**src/rtl/compound_dispatch.sv**
```systemverilog
// Compound-message dispatcher: receives (mode, x, y) in SEC_A, transforms it with the colour
// state, and delivers it in SEC_B round-robin to one of NCH consumers or broadcast to all.
module compound_dispatch #(
  parameter int XW  = 32,
  parameter int NCH = 2
) (
  input  logic           clk,
  input  logic           rst,
  input  logic           m_in_mode,
  input  logic [XW-1:0]  m_in_x,
  input  logic           m_in_y,
  input  logic           m_in_sync,
  output logic           m_in_notify,
  output logic           b_out_mode,
  output logic [XW-1:0]  b_out_x,
  output logic           b_out_y,
  input  logic [NCH-1:0] b_out_sync,
  output logic [NCH-1:0] b_out_notify,
  output logic [1:0]     color
);

  localparam int PW = $clog2((NCH > 1) ? NCH : 2);

  localparam logic [0:0] SEC_A = 1'b0;
  localparam logic [0:0] SEC_B = 1'b1;

  localparam logic [1:0] GREEN  = 2'd0;
  localparam logic [1:0] YELLOW = 2'd1;
  localparam logic [1:0] RED    = 2'd2;

  logic [0:0]     sec;
  logic [PW-1:0]  ptr;
  logic           bcast;
  logic           is_bcast;
  logic [NCH-1:0] unicast_mask;
  logic [NCH-1:0] pend_next;

  function automatic logic [XW-1:0] wrap_inc(input logic [XW-1:0] v);
    return v + XW'(1);
  endfunction

  function automatic logic [1:0] next_color(input logic [1:0] c);
    case (c)
      GREEN:   return YELLOW;
      YELLOW:  return RED;
      default: return GREEN;
    endcase
  endfunction

  function automatic logic [PW-1:0] next_ptr(input logic [PW-1:0] p);
    if (p == PW'(NCH - 1)) return '0;
    return p + PW'(1);
  endfunction

  always_comb begin
    unicast_mask      = '0;
    unicast_mask[ptr] = 1'b1;
  end

  // Broadcast is decided on the raw input y, before the colour-dependent flip.
  assign is_bcast  = m_in_mode & m_in_y;
  assign pend_next = b_out_notify & ~b_out_sync;

  always_ff @(posedge clk or posedge rst) begin
    if (rst) begin
      sec          <= SEC_A;
      color        <= GREEN;
      ptr          <= '0;
      bcast        <= 1'b0;
      m_in_notify  <= 1'b1;
      b_out_notify <= '0;
      b_out_mode   <= 1'b0;
      b_out_x      <= '0;
      b_out_y      <= 1'b0;
    end else if (sec == SEC_A) begin
      if (m_in_sync) begin
        sec          <= SEC_B;
        m_in_notify  <= 1'b0;
        b_out_mode   <= m_in_mode;
        b_out_x      <= m_in_mode ? wrap_inc(m_in_x) : m_in_x;
        b_out_y      <= m_in_y ^ (color == RED);
        bcast        <= is_bcast;
        b_out_notify <= is_bcast ? {NCH{1'b1}} : unicast_mask;
      end
    end else if (pend_next == '0) begin
      // Last pending channel taken: release the producer and move the state on.
      sec          <= SEC_A;
      m_in_notify  <= 1'b1;
      b_out_notify <= '0;
      color        <= next_color(color);
      if (!bcast) ptr <= next_ptr(ptr);
    end else begin
      b_out_notify <= pend_next;
    end
  end

endmodule

```
**config.mk**
```make
export PLATFORM = sky130hd
export DESIGN_NAME = compound_dispatch
export DESIGN_NICKNAME = d
export VERILOG_FILES = /design/src/rtl/compound_dispatch.sv
export SDC_FILE = /design/constraint.sdc
export NUM_CORES = 1
export LEC_CHECK = 0
export CORE_MARGIN = 2
export CORE_UTILIZATION = 46
export CTS_CLUSTER_SIZE = 30
export DETAILED_ROUTE_END_ITERATION = 10
export PLACE_DENSITY = 0.92
export SLEW_MARGIN = 15
export SYNTH_ARGS = -nofsm -noshare
export SYNTH_HDL_FRONTEND = slang
export SYNTH_SLANG_ARGS = --single-unit
```
**constraint.sdc**
```tcl
create_clock -name clk -period 2 [get_ports clk]
set_clock_uncertainty 0.15 [all_clocks]
set_input_delay 0.4 -clock clk [delete_from_list [all_inputs] [get_ports clk]]
set_output_delay 0.4 -clock clk [all_outputs]
set_load 0.03 [all_outputs]
```
==> results of run 1 <==
[per-stage QoR]
step           setup WS [ns]  area, um2
2_1_floorplan        -0.1656       2367
3_3_place_gp         -0.7742       3656
3_5_place_dp         -0.8947       3656
4_1_cts             -0.09069       3855
5_1_grt             -0.06865       3915
6_report            -0.06311       3915
[Yosys cell counts]
| library cell | count |
|---|---|
| buf_4 | 1 |
| nand2b_1 | 3 |
| nand2_1 | 34 |
| clkbuf_1 | 10 |
| nor3_1 | 6 |
| nor2b_1 | 2 |
| nand4b_1 | 1 |
| a31oi_1 | 15 |
| buf_2 | 1 |
| nand4_4 | 2 |
| o21bai_1 | 1 |
| nor2_1 | 20 |
| or3_1 | 2 |
| nand3_1 | 18 |
| xor2_1 | 4 |
| o211ai_1 | 5 |
| nand4_1 | 6 |
| a21o_1 | 1 |
| o31ai_1 | 10 |
| dfrtp_1 | 41 |
| buf_1 | 1 |
| mux2i_1 | 1 |
| ha_1 | 1 |
| dfstp_2 | 1 |
| and3_1 | 5 |
| or4_1 | 15 |
| a21oi_1 | 4 |
| inv_1 | 7 |
| buf_6 | 1 |
| nor4_1 | 2 |
| a22oi_1 | 1 |
| or4b_2 | 1 |
| o21ai_0 | 19 |
| xnor2_1 | 11 |
| and4_1 | 3 |
| o21a_1 | 1 |
| and2_1 | 2 |
[metal layers]
| metal | vias to the layer above | wire (um) | global-route usage, % |
|---|---|---|---|
| met3 | 33 | 516 | 3.748 |
| li1 | 1242 | - | - |
| met2 | 149 | 4366 | 51.95 |
| met5 | - | 0 | 0 |
| met1 | 1296 | 2950 | 31.99 |
| met4 | 0 | 306 | 12.10 |
[worst min-delay path, delay by kind of cell]
kind                   cells  cell delay (ns)
XOR/XNOR                   1             0.10
buffers and inverters      1             0.07
AO/OA/AOI/OAI              1             0.06
[cell families after synthesis]
family,synth area share (%)
DFF,45.56
and+or+nand+nor,28.60
adders and majority gates,0.5416
xor gates and xnor gates,5.688
AOI/OAI and AO/OA,15.22
buffers and inverters,3.955
muxes,0.4334
[worst min-delay path by stage]
stage,to,cells after the start,startpoint
floorplan,b_out_notify[0]$_DFFE_PP0P_,1,ptr$_DFFE_PP0P_
global placement,m_in_notify$_DFFE_PP1P_,2,m_in_notify$_DFFE_PP1P_
detailed placement,m_in_notify$_DFFE_PP1P_,2,m_in_notify$_DFFE_PP1P_
CTS,b_out_x[10]$_DFFE_PP0P_,3,m_in_x[10]
global route,b_out_x[10]$_DFFE_PP0P_,3,m_in_x[10]
finish,b_out_x[10]$_DFFE_PP0P_,3,m_in_x[10]
[flip-flops by register name, indices dropped and copies added (netlist names)]
| name | flops |
|---|---|
| b_out_y | 1 |
| b_out_mode | 1 |
| ptr | 1 |
| b_out_notify | 2 |
| sec | 1 |
| color | 2 |
| bcast | 1 |
| m_in_notify | 1 |
| b_out_x | 32 |
[area by class of cell]
cell class | count | area [um2] | area share (%)
Clock buffer | 5 | 68.82 | 1.758
Clock inverter | 3 | 40.04 | 1.023
Inverter | 7 | 26.28 | 0.6711
Multi-Input combinational cell | 196 | 1267 | 32.37
Sequential cell | 42 | 1052 | 26.88
Tap cell | 67 | 83.83 | 2.141
Timing Repair Buffer | 153 | 1376 | 35.16
[where the power goes]
part / switching [mW] / internal (mW) / leakage, nW
combinational: 1.49 / 1.10 / 1.09
sequential: 0.273 / 1.27 / 0.493
clock: 0.308 / 0.368 / 0.0579
[timing repair]
| item | 4_1_cts | 5_1_grt |
|---|---|---|
| pin swaps | 14 | 12 |
| resized for setup | 63 | 18 |
| buffers inserted | 10 | 1 |
| endpoints found under the setup margin | 20 | 11 |
==> results.rst, run 1 <==
.. list-table::
   :header-rows: 1

   * - Metric
     - Value
   * - Run status
     - finished with violations
   * - Violations in the final reports
     - negative setup slack
   * - TritonCTS clock tree
     - yes
   * - Vertical extent of the die
     - 74.86 um
   * - IR Drop Worst-Case VDD
     - 0.6759 mV
   * - Minimum setup slack among reg-to-reg paths
     - 0.29 ns
   * - Leakage dissipation
     - 1.645 nW
   * - First-pass GRT wire length
     - 11.96 mm
   * - First-pass iteration count of the detailed router
     - 6
   * - Commonest non-fill, non-tap cell in the layout
     - buf_4
   * - Biggest area consumer among synthesized cells
     - dfrtp_1
   * - Kind of cell adding the most delay to the critical path
     - simple AND/OR/NAND/NOR gates
   * - Largest stage delay, worst path
     - 0.58 ns
   * - Die Footprint
     - 5604 um2
   * - Sequential element share of the synthesized area
     - 45.56%
   * - WL final
     - 8.138 mm
   * - Synth Net Count
     - 299
   * - Cell Chain, Critical Path
     - clkdlybuf4s15_1 > nand3_2 > or4_4 > buf_6 > or4_4 > a31oi_2
   * - Max-slew violation count
     - 0
   * - Post-route insts no fill
     - 473
   * - Post-CTS Hold Fix Bufs
     - 0
   * - Kind of critical path
     - in -> reg
   * - Area growth, synth to finish
     - 69.50%
   * - Hold/Removal Path Class
     - in -> reg
   * - Share of Yosys cell area claimed by the top area cell type
     - 44.42%
   * - Sum of buffers and inverters on the critical path
     - 2
   * - Remaining global-route overflow
     - 0
   * - Critical Path RT
     - 2.07 ns
   * - Critical path's most frequent cell
     - or4_4
   * - Routed wire per std cell
     - 17.21 um
   * - Most area-consuming cells after synthesis
     - dfrtp_1 (44%), nand2_1 (5.5%), or4_1 (4.9%)
   * - Number of inserted filler cells in the final layout
     - 310
   * - H-tree depth
     - 2
   * - CTS Buf Count
     - 5
   * - Number of violations of the max-capacitance limit
     - 0
   * - Global Route Usage Sum
     - 28.02%
   * - Data arrival, critical path
     - 2.13 ns
   * - Initial cell density of the core
     - 48.26%
   * - Setup repair after global routing missed its margin
     - yes
   * - Time the worst path needs with I/O delays and setup
     - 2.063 ns
   * - Critical register-to-register path endpoint
     - b_out_notify[0]$_DFFE_PP0P_
   * - Core area
     - 4786 um2
   * - Maximum operating frequency
     - 484.7 MHz
   * - Relative max-transition margin
     - 73.29%
   * - Detailed-placement wirelength estimate
     - 5.440 mm
   * - Iter 0 DRT Violations
     - 148
   * - Period Utilization, post-route
     - 103.2%
   * - Post-synth cell types
     - 37
   * - Ant. Diodes
     - 0
   * - Stages on the worst setup path
     - 6
   * - Cell area power density
     - 1228 nW/um2
   * - Post-Synthesis Cell Area
     - 2310 um2
   * - Post-route setup TNS
     - -0.1655 ns
   * - Placed cell count
     - 455
   * - Cell count of the worst reg-to-reg path
     - 4
   * - Via count of the first global-routing pass
     - 2618
   * - Chip width
     - 74.86 um
   * - Clk Tree Root Cell
     - clkbuf_8
   * - Final worst setup slack
     - -0.06311 ns
   * - End-of-flow core utilization
     - 81.80%
   * - Final worst hold slack
     - 0.2350 ns
   * - Reg clk slew, reported paths
     - 0.09 ns
   * - Share of post-route cells with drive strength above 1
     - 29.06%
   * - Post-route antenna net violation count
     - 0
   * - Final count of hold timing violations
     - 0
   * - CP max-delay cell
     - or4_4
   * - Port Buf Inserts
     - 77
   * - Avg Inst Size Synth
     - 8.918 um2
   * - Element type at the critical path start
     - input port
   * - Total of warnings raised by yosys
     - 0
   * - Worst setup path start
     - m_in_x[2]
   * - Antenna violations before repair
     - 0
   * - Pin count of the biggest net entering global routing
     - 25
   * - Ports placed on the boundary
     - 78
   * - Crit-path max FO
     - 4
   * - Startpoint of the worst register-to-register path
     - sec$_DFF_PP0_
   * - Insertion delay of the later-clocked pin in the worst-skew pair
     - 0.29 ns
   * - Flip-flop and latch count after synthesis
     - 42
   * - Highest-count cells in the layout ignoring fill and taps
     - buf_4 (68), clkdlybuf4s50_1 (61), dfrtp_1 (41)
   * - Routed vias
     - 2720
   * - Endpoint class of the critical path
     - register
   * - Layout net count
     - 445
   * - Clock Tree Buf Depth
     - 2
   * - Critical Path Sink
     - b_out_x[28]$_DFFE_PP0P_
   * - GP Congestion
     - 0.8841
   * - Row Count
     - 25
   * - Avg Vias per Cell
     - 5.751
   * - Detailed-route DRC error count
     - 0
   * - Slew of the pin with the lowest slew margin
     - 0.3970 ns
   * - Tot Pwr
     - 4.809 mW
   * - Number of sinks handled by clock tree synthesis
     - 42
   * - Count of final setup violators
     - 6
   * - Cell count after synthesis
     - 259
(Power assumes the default switching activity.)
==> run 2: changes to the inputs <==
--- a/config.mk
+++ b/config.mk
@@ -10,6 +10,7 @@
 export CTS_CLUSTER_SIZE = 30
 export DETAILED_ROUTE_END_ITERATION = 10
 export PLACE_DENSITY = 0.92
+export SKIP_LAST_GASP = 1
 export SLEW_MARGIN = 15
 export SYNTH_ARGS = -nofsm -noshare
 export SYNTH_HDL_FRONTEND = slang
==> results.rst, run 2 (synthesis results as in run 1) <==
.. list-table::
   :header-rows: 1

   * - Metric
     - Value
   * - Run status
     - finished with violations
   * - Violations in the final reports
     - negative setup slack
   * - Endpoint class of the critical path
     - register
   * - Total placed instance area
     - 3656 um2
   * - Area growth, synth to finish
     - 69.56%
   * - Power share of the combinational group
     - 54.0%
   * - Sequential power share
     - 32.0%
   * - Initial cell density of the core
     - 48.26%
   * - Sum of buffers and inverters on the critical path
     - 2
   * - Count of final setup violators
     - 8
   * - Register ranked first by flip-flop count
     - b_out_x
   * - Clock Tree Buf Depth
     - 2
   * - Net switching share of the total power
     - 42.95%
   * - Routed vias
     - 2708
   * - Slew of the pin with the lowest slew margin
     - 0.3992 ns
   * - H-tree depth
     - 2
   * - Minimum setup slack among reg-to-reg paths
     - 0.30 ns
   * - Final design area excluding fillers
     - 3916 um2
   * - Maximum operating frequency
     - 483.3 MHz
   * - CP max-delay cell
     - or4_4
   * - Ports placed on the boundary
     - 78
   * - Reg clk slew, reported paths
     - 0.08 ns
   * - Data arrival, critical path
     - 2.13 ns
   * - Antenna violations before repair
     - 0
   * - Flip-flop count of the largest register, all copies and words added
     - 32
   * - Time the worst path needs with I/O delays and setup
     - 2.069 ns
   * - Final worst setup slack
     - -0.06903 ns
   * - First-pass iteration count of the detailed router
     - 5
   * - Share of post-route cells with drive strength above 1
     - 28.82%
   * - Vertical extent of the die
     - 74.86 um
   * - Pin count of the biggest net entering global routing
     - 25
   * - Remaining global-route overflow
     - 0
   * - Insertion delay of the later-clocked pin in the worst-skew pair
     - 0.29 ns
   * - Relative max-transition margin
     - 73.14%
   * - Final count of hold timing violations
     - 0
   * - Critical Path RT
     - 2.06 ns
   * - Number of violations of the max-capacitance limit
     - 0
   * - Element type at the critical path start
     - input port
   * - Row Count
     - 25
   * - Commonest non-fill, non-tap cell in the layout
     - buf_4
   * - Cell Chain, Critical Path
     - clkdlybuf4s50_1 > and3_1 > nand3_1 > buf_6 > or4_4 > a31oi_4
   * - Max-slew violation count
     - 0
   * - Period Utilization, post-route
     - 103.5%
   * - CTS Buf Count
     - 5
   * - Hold/Removal Path Class
     - in -> reg
   * - Startpoint of the worst register-to-register path
     - sec$_DFF_PP0_
   * - Number of inserted filler cells in the final layout
     - 304
   * - Detailed-placement wirelength estimate
     - 5.440 mm
   * - Leakage dissipation
     - 1.643 nW
   * - Layout net count
     - 445
   * - Cell area power density
     - 1228 nW/um2
   * - Highest-count cells in the layout ignoring fill and taps
     - buf_4 (69), clkdlybuf4s50_1 (61), dfrtp_1 (41)
   * - Number of sinks handled by clock tree synthesis
     - 42
   * - Clk Tree Root Cell
     - clkbuf_8
   * - Routed wire per std cell
     - 16.80 um
   * - Registers with the highest flip-flop counts
     - b_out_x: 32 flops, b_out_notify: 2 flops, color: 2 flops
   * - IR Drop Worst-Case VDD
     - 0.6778 mV
   * - Setup repair after global routing missed its margin
     - yes
   * - Largest stage delay, worst path
     - 0.54 ns
   * - Die Footprint
     - 5604 um2
   * - Crit-path max FO
     - 11
   * - TritonCTS clock tree
     - yes
   * - Kind of critical path
     - in -> reg
   * - Chip width
     - 74.86 um
   * - Via count of the first global-routing pass
     - 2620
   * - Detailed-route DRC error count
     - 0
   * - Iter 0 DRT Violations
     - 165
   * - Port Buf Inserts
     - 77
   * - Avg Vias per Cell
     - 5.725
   * - WL final
     - 7.945 mm
   * - Post-route antenna net violation count
     - 0
   * - Worst setup path start
     - m_in_x[19]
   * - Kind of cell adding the most delay to the critical path
     - simple AND/OR/NAND/NOR gates
   * - Core area
     - 4786 um2
   * - Hold Startpoint
     - m_in_x[10]
   * - GP Congestion
     - 0.8841
   * - Post-CTS Hold Fix Bufs
     - 0
   * - Internal portion of total power
     - 2.743 mW
   * - Place WS
     - -0.8947 ns
   * - Final worst hold slack
     - 0.2374 ns
   * - Tot Pwr
     - 4.808 mW
   * - Global Route Usage Sum
     - 28.04%
   * - Net switching power of the design
     - 2.065 mW
   * - First-pass GRT wire length
     - 11.98 mm
   * - Ant. Diodes
     - 0
   * - Part of the total power dissipated in the clock network
     - 13.9%
==> run 2: per-layer routing <==
layer  routed length (um)  up-vias  global-route usage [%]
met2                 4271      148                   52.05
met4                  329        0                   12.50
met5                    0        -                       0
li1                     -     1244                       -
met3                  481       36                   3.882
met1                 2863     1280                   31.73
==> run 2: path summary, 6_finish.rpt <==
path	endpoint	cells after the start
max	b_out_x[28]$_DFFE_PP0P_	6
min	b_out_x[10]$_DFFE_PP0P_	3
max reg2reg	b_out_notify[0]$_DFFE_PP0P_	4
min reg2reg	m_in_notify$_DFFE_PP1P_	2
max in group asynchronous	m_in_notify$_DFFE_PP1P_	3
min in group asynchronous	b_out_x[23]$_DFFE_PP0P_	3
==> run 2: power groups by stage <==
stage          combinational [mW]  sequential, mW  clock, mW
2_1_floorplan               0.620            2.26          0
3_3_place_gp                 2.47            1.52          0
3_5_place_dp                 2.54            1.54          0
4_1_cts                      2.57            1.53      0.674
5_1_grt                      2.76            1.58      0.704
6_report                     2.60            1.54      0.670
==> run 2: through the flow <==
| stage | instances | util (%) | TNS, ns |
|---|---|---|---|
| 2_1_floorplan | 259 | - | -0.5947 |
| 3_3_place_gp | 455 | 76.39 | -11.49 |
| 6_report | 473 | 81.83 | -0.2309 |
| 4_1_cts | 473 | 80.47 | -0.1714 |
| 5_1_grt | 473 | 81.83 | -0.3966 |
| 3_5_place_dp | 455 | 76.39 | -13.00 |
==> run 2: cell type report <==
| cell class | instances | area (um2) | area share, % |
|---|---|---|---|
| Tap cell | 67 | 83.83 | 2.141 |
| Inverter | 7 | 26.28 | 0.6709 |
| Clock inverter | 3 | 40.04 | 1.022 |
| Sequential cell | 42 | 1052 | 26.87 |
| Timing Repair Buffer | 153 | 1373 | 35.05 |
| Multi-Input combinational cell | 196 | 1272 | 32.49 |
| Clock buffer | 5 | 68.82 | 1.757 |
==> run 2: timing repair <==
item	CTS	global route
resized for setup	62	18
pin swaps	14	13
setup endpoints to repair	20	11
setup buffers	10	1
==> run 2: tightest hold or removal path: cells and delay by family <==
kind            cells  cell delay [ns]
xor+xnor            1             0.10
compound gates      1             0.06
buf+inv             1             0.07
==> run 3: changes to the inputs <==
--- a/config.mk
+++ b/config.mk
@@ -5,11 +5,11 @@
 export SDC_FILE = /design/constraint.sdc
 export NUM_CORES = 1
 export LEC_CHECK = 0
-export CORE_MARGIN = 2
-export CORE_UTILIZATION = 46
+export CORE_MARGIN = 4
+export CORE_UTILIZATION = 49
 export CTS_CLUSTER_SIZE = 30
 export DETAILED_ROUTE_END_ITERATION = 10
-export PLACE_DENSITY = 0.92
+export PLACE_DENSITY = 0.95
 export SKIP_LAST_GASP = 1
 export SLEW_MARGIN = 15
 export SYNTH_ARGS = -nofsm -noshare
==> constraint.sdc (replaced) <==
create_clock -name clk -period 2.6 [get_ports clk]
set_clock_uncertainty 0.15 [all_clocks]
set_input_delay 0.52 -clock clk [delete_from_list [all_inputs] [get_ports clk]]
set_output_delay 0.52 -clock clk [all_outputs]
set_load 0.03 [all_outputs]
==> results.rst, run 3 (synthesis results as in run 1) <==
.. list-table::
   :header-rows: 1

   * - Metric
     - Value
   * - Run status
     - completed
   * - Global routing usage on met3
     - 3.630%
   * - End-of-flow core utilization
     - 78.69%
   * - Setup repair after global routing missed its margin
     - yes
   * - Layout net count
     - 408
   * - Highest-count cells in the layout ignoring fill and taps
     - clkdlybuf4s50_1 (77), dfrtp_1 (41), buf_4 (37)
   * - Chip width
     - 76.66 um
   * - Stages on the worst setup path
     - 7
   * - CP max-delay cell
     - or4_4
   * - Post-CTS Hold Fix Bufs
     - 0
   * - Met2 Use GR
     - 42.71%
   * - Ant. Diodes
     - 0
   * - Most crowded layer after global routing
     - met2
   * - IR Drop Worst-Case VDD
     - 0.5987 mV
   * - H-tree depth
     - 2
   * - Largest stage delay, worst path
     - 0.54 ns
   * - Number of inserted filler cells in the final layout
     - 300
   * - Ports placed on the boundary
     - 78
   * - Commonest non-fill, non-tap cell in the layout
     - clkdlybuf4s50_1
   * - Slew of the pin with the lowest slew margin
     - 0.5208 ns
   * - Routed wire per std cell
     - 16.25 um
   * - First-pass GRT wire length
     - 11.59 mm
   * - Global Route Usage Sum
     - 23.98%
   * - Flip-flop count of the largest register, all copies and words added
     - 32
   * - Element type at the critical path start
     - input port
   * - Period Utilization, post-route
     - 97.32%
   * - Share of post-route cells with drive strength above 1
     - 14.63%
   * - Cell Chain, Critical Path
     - clkdlybuf4s50_1 > ha_2 > nand3_1 > or4_4 > buf_8 > or4_1 > a31oi_1
   * - GP Congestion
     - 0.8770
   * - WL final
     - 6.843 mm
   * - Data arrival, critical path
     - 2.61 ns
   * - Count of final setup violators
     - 0
   * - CTS Buf Count
     - 5
   * - TritonCTS clock tree
     - yes
   * - Endpoint class of the critical path
     - register
   * - Via count of the first global-routing pass
     - 2543
   * - Routed vias
     - 2524
   * - Minimum setup slack among reg-to-reg paths
     - 0.76 ns
   * - Number of cells traversed by the worst hold path
     - 2
   * - Die Footprint
     - 5876 um2
   * - Post-route setup TNS
     - 0 ns
   * - Iter 0 DRT Violations
     - 139
   * - Registers with the highest flip-flop counts
     - b_out_x: 32 flops, b_out_notify: 2 flops, color: 2 flops
   * - Cell count of the worst reg-to-reg path
     - 4
   * - Hold/Removal Path Class
     - reg -> reg
   * - Clock Tree Buf Depth
     - 2
   * - Multi-input logic area
     - 1175 um2
   * - Final worst setup slack
     - 0.06960 ns
   * - Reg clk slew, reported paths
     - 0.09 ns
   * - Vertical extent of the die
     - 76.66 um
   * - Port Buf Inserts
     - 77
   * - Row Count
     - 24
   * - Antenna violations before repair
     - 0
   * - Maximum operating frequency
     - 395.2 MHz
   * - Max-slew violation count
     - 0
   * - Initial cell density of the core
     - 51.97%
   * - Critical Path RT
     - 2.68 ns
   * - Final design area excluding fillers
     - 3497 um2
   * - Relative max-transition margin
     - 65.28%
   * - GR Layer Usage met1
     - 27.61%
   * - Area growth, synth to finish
     - 51.41%
   * - Crit-path max FO
     - 15
   * - Detailed-placement wirelength estimate
     - 5.068 mm
   * - Place WS
     - -0.2697 ns
   * - Total placed instance area
     - 3388 um2
   * - Sum of buffers and inverters on the critical path
     - 2
   * - Cell area power density
     - 1007 nW/um2
   * - Number of violations of the max-capacitance limit
     - 0
   * - Clk Tree Root Cell
     - clkbuf_8
   * - Placed cell count
     - 413
   * - Leakage dissipation
     - 1.402 nW
   * - Final count of hold timing violations
     - 0
   * - Avg Vias per Cell
     - 5.995
   * - Time the worst path needs with I/O delays and setup
     - 2.530 ns
   * - Post-route antenna net violation count
     - 0
   * - Pin count of the biggest net entering global routing
     - 43
   * - Insertion delay of the later-clocked pin in the worst-skew pair
     - 0.29 ns
   * - Kind of critical path
     - in -> reg
   * - Flip-flop and latch area
     - 1052 um2
   * - First-pass iteration count of the detailed router
     - 5
   * - Number of sinks handled by clock tree synthesis
     - 42
   * - Tot Pwr
     - 3.522 mW
   * - Kind of cell adding the most delay to the critical path
     - simple AND/OR/NAND/NOR gates
   * - Final worst hold slack
     - 0.3141 ns
   * - Post-route insts no fill
     - 421
   * - Remaining global-route overflow
     - 0
   * - Register ranked first by flip-flop count
     - b_out_x
   * - Detailed-route DRC error count
     - 0
   * - Core area
     - 4444 um2
-- run 3: cell count changes in the layout (fill, tap and decap cells not counted), sizes merged --
cell and delta:
buf -47, clkdlybuf4s50 +16, clkdlybuf4s15 -2, dlygate4sd2 -2, bufinv -1, clkinv -1
clkinvlp +1, dlymetal6s2s -1
-- run 3: final timing paths --
path | startpoint | end
setup / recovery | m_in_x[0] | b_out_x[28]$_DFFE_PP0P_
hold / removal | m_in_notify$_DFFE_PP1P_ | m_in_notify$_DFFE_PP1P_
setup reg to reg | sec$_DFF_PP0_ | b_out_x[19]$_DFFE_PP0P_
hold reg to reg | m_in_notify$_DFFE_PP1P_ | m_in_notify$_DFFE_PP1P_
max in group asynchronous | rst | b_out_x[1]$_DFFE_PP0P_
min in group asynchronous | rst | b_out_x[30]$_DFFE_PP0P_
-- run 3: repair_timing --
item,CTS,global route
buffers inserted,0,0
hold endpoints to repair,0,0
endpoints found under the setup margin,0,6
resized for setup,0,4
-- run 3: tightest hold or removal path, stage by stage (launching register included) --
cell and delay [ns]:
dfstp_2 0.37, nand2_1 0.05, nand2_1 0.05
-- run 3: final cells by class --
| class | instances | area share (%) |
|---|---|---|
| repair buffers | 116 | 30.98 |
| inverters | 7 | 0.7513 |
| flip-flops and latches | 42 | 30.09 |
| multi-input cells | 196 | 33.60 |
| well taps | 52 | 1.860 |
| clock inverters | 2 | 0.3578 |
| clock buffers | 6 | 2.361 |
-- run 3: report_power, final --
| group | switching, mW | leakage (nW) | total, mW | internal (mW) |
|---|---|---|---|---|
| logic | 1.10 | 0.861 | 1.90 | 0.801 |
| clock network | 0.227 | 0.0472 | 0.440 | 0.213 |
| registers | 0.209 | 0.493 | 1.18 | 0.975 |
-- run 3: metal layers --
metal / vias to the layer above / routed length (um)
met1: 1203 / 2748
met4: 0 / 250
li1: 1170 / -
met3: 28 / 359
met2: 123 / 3484
met5: - / 0
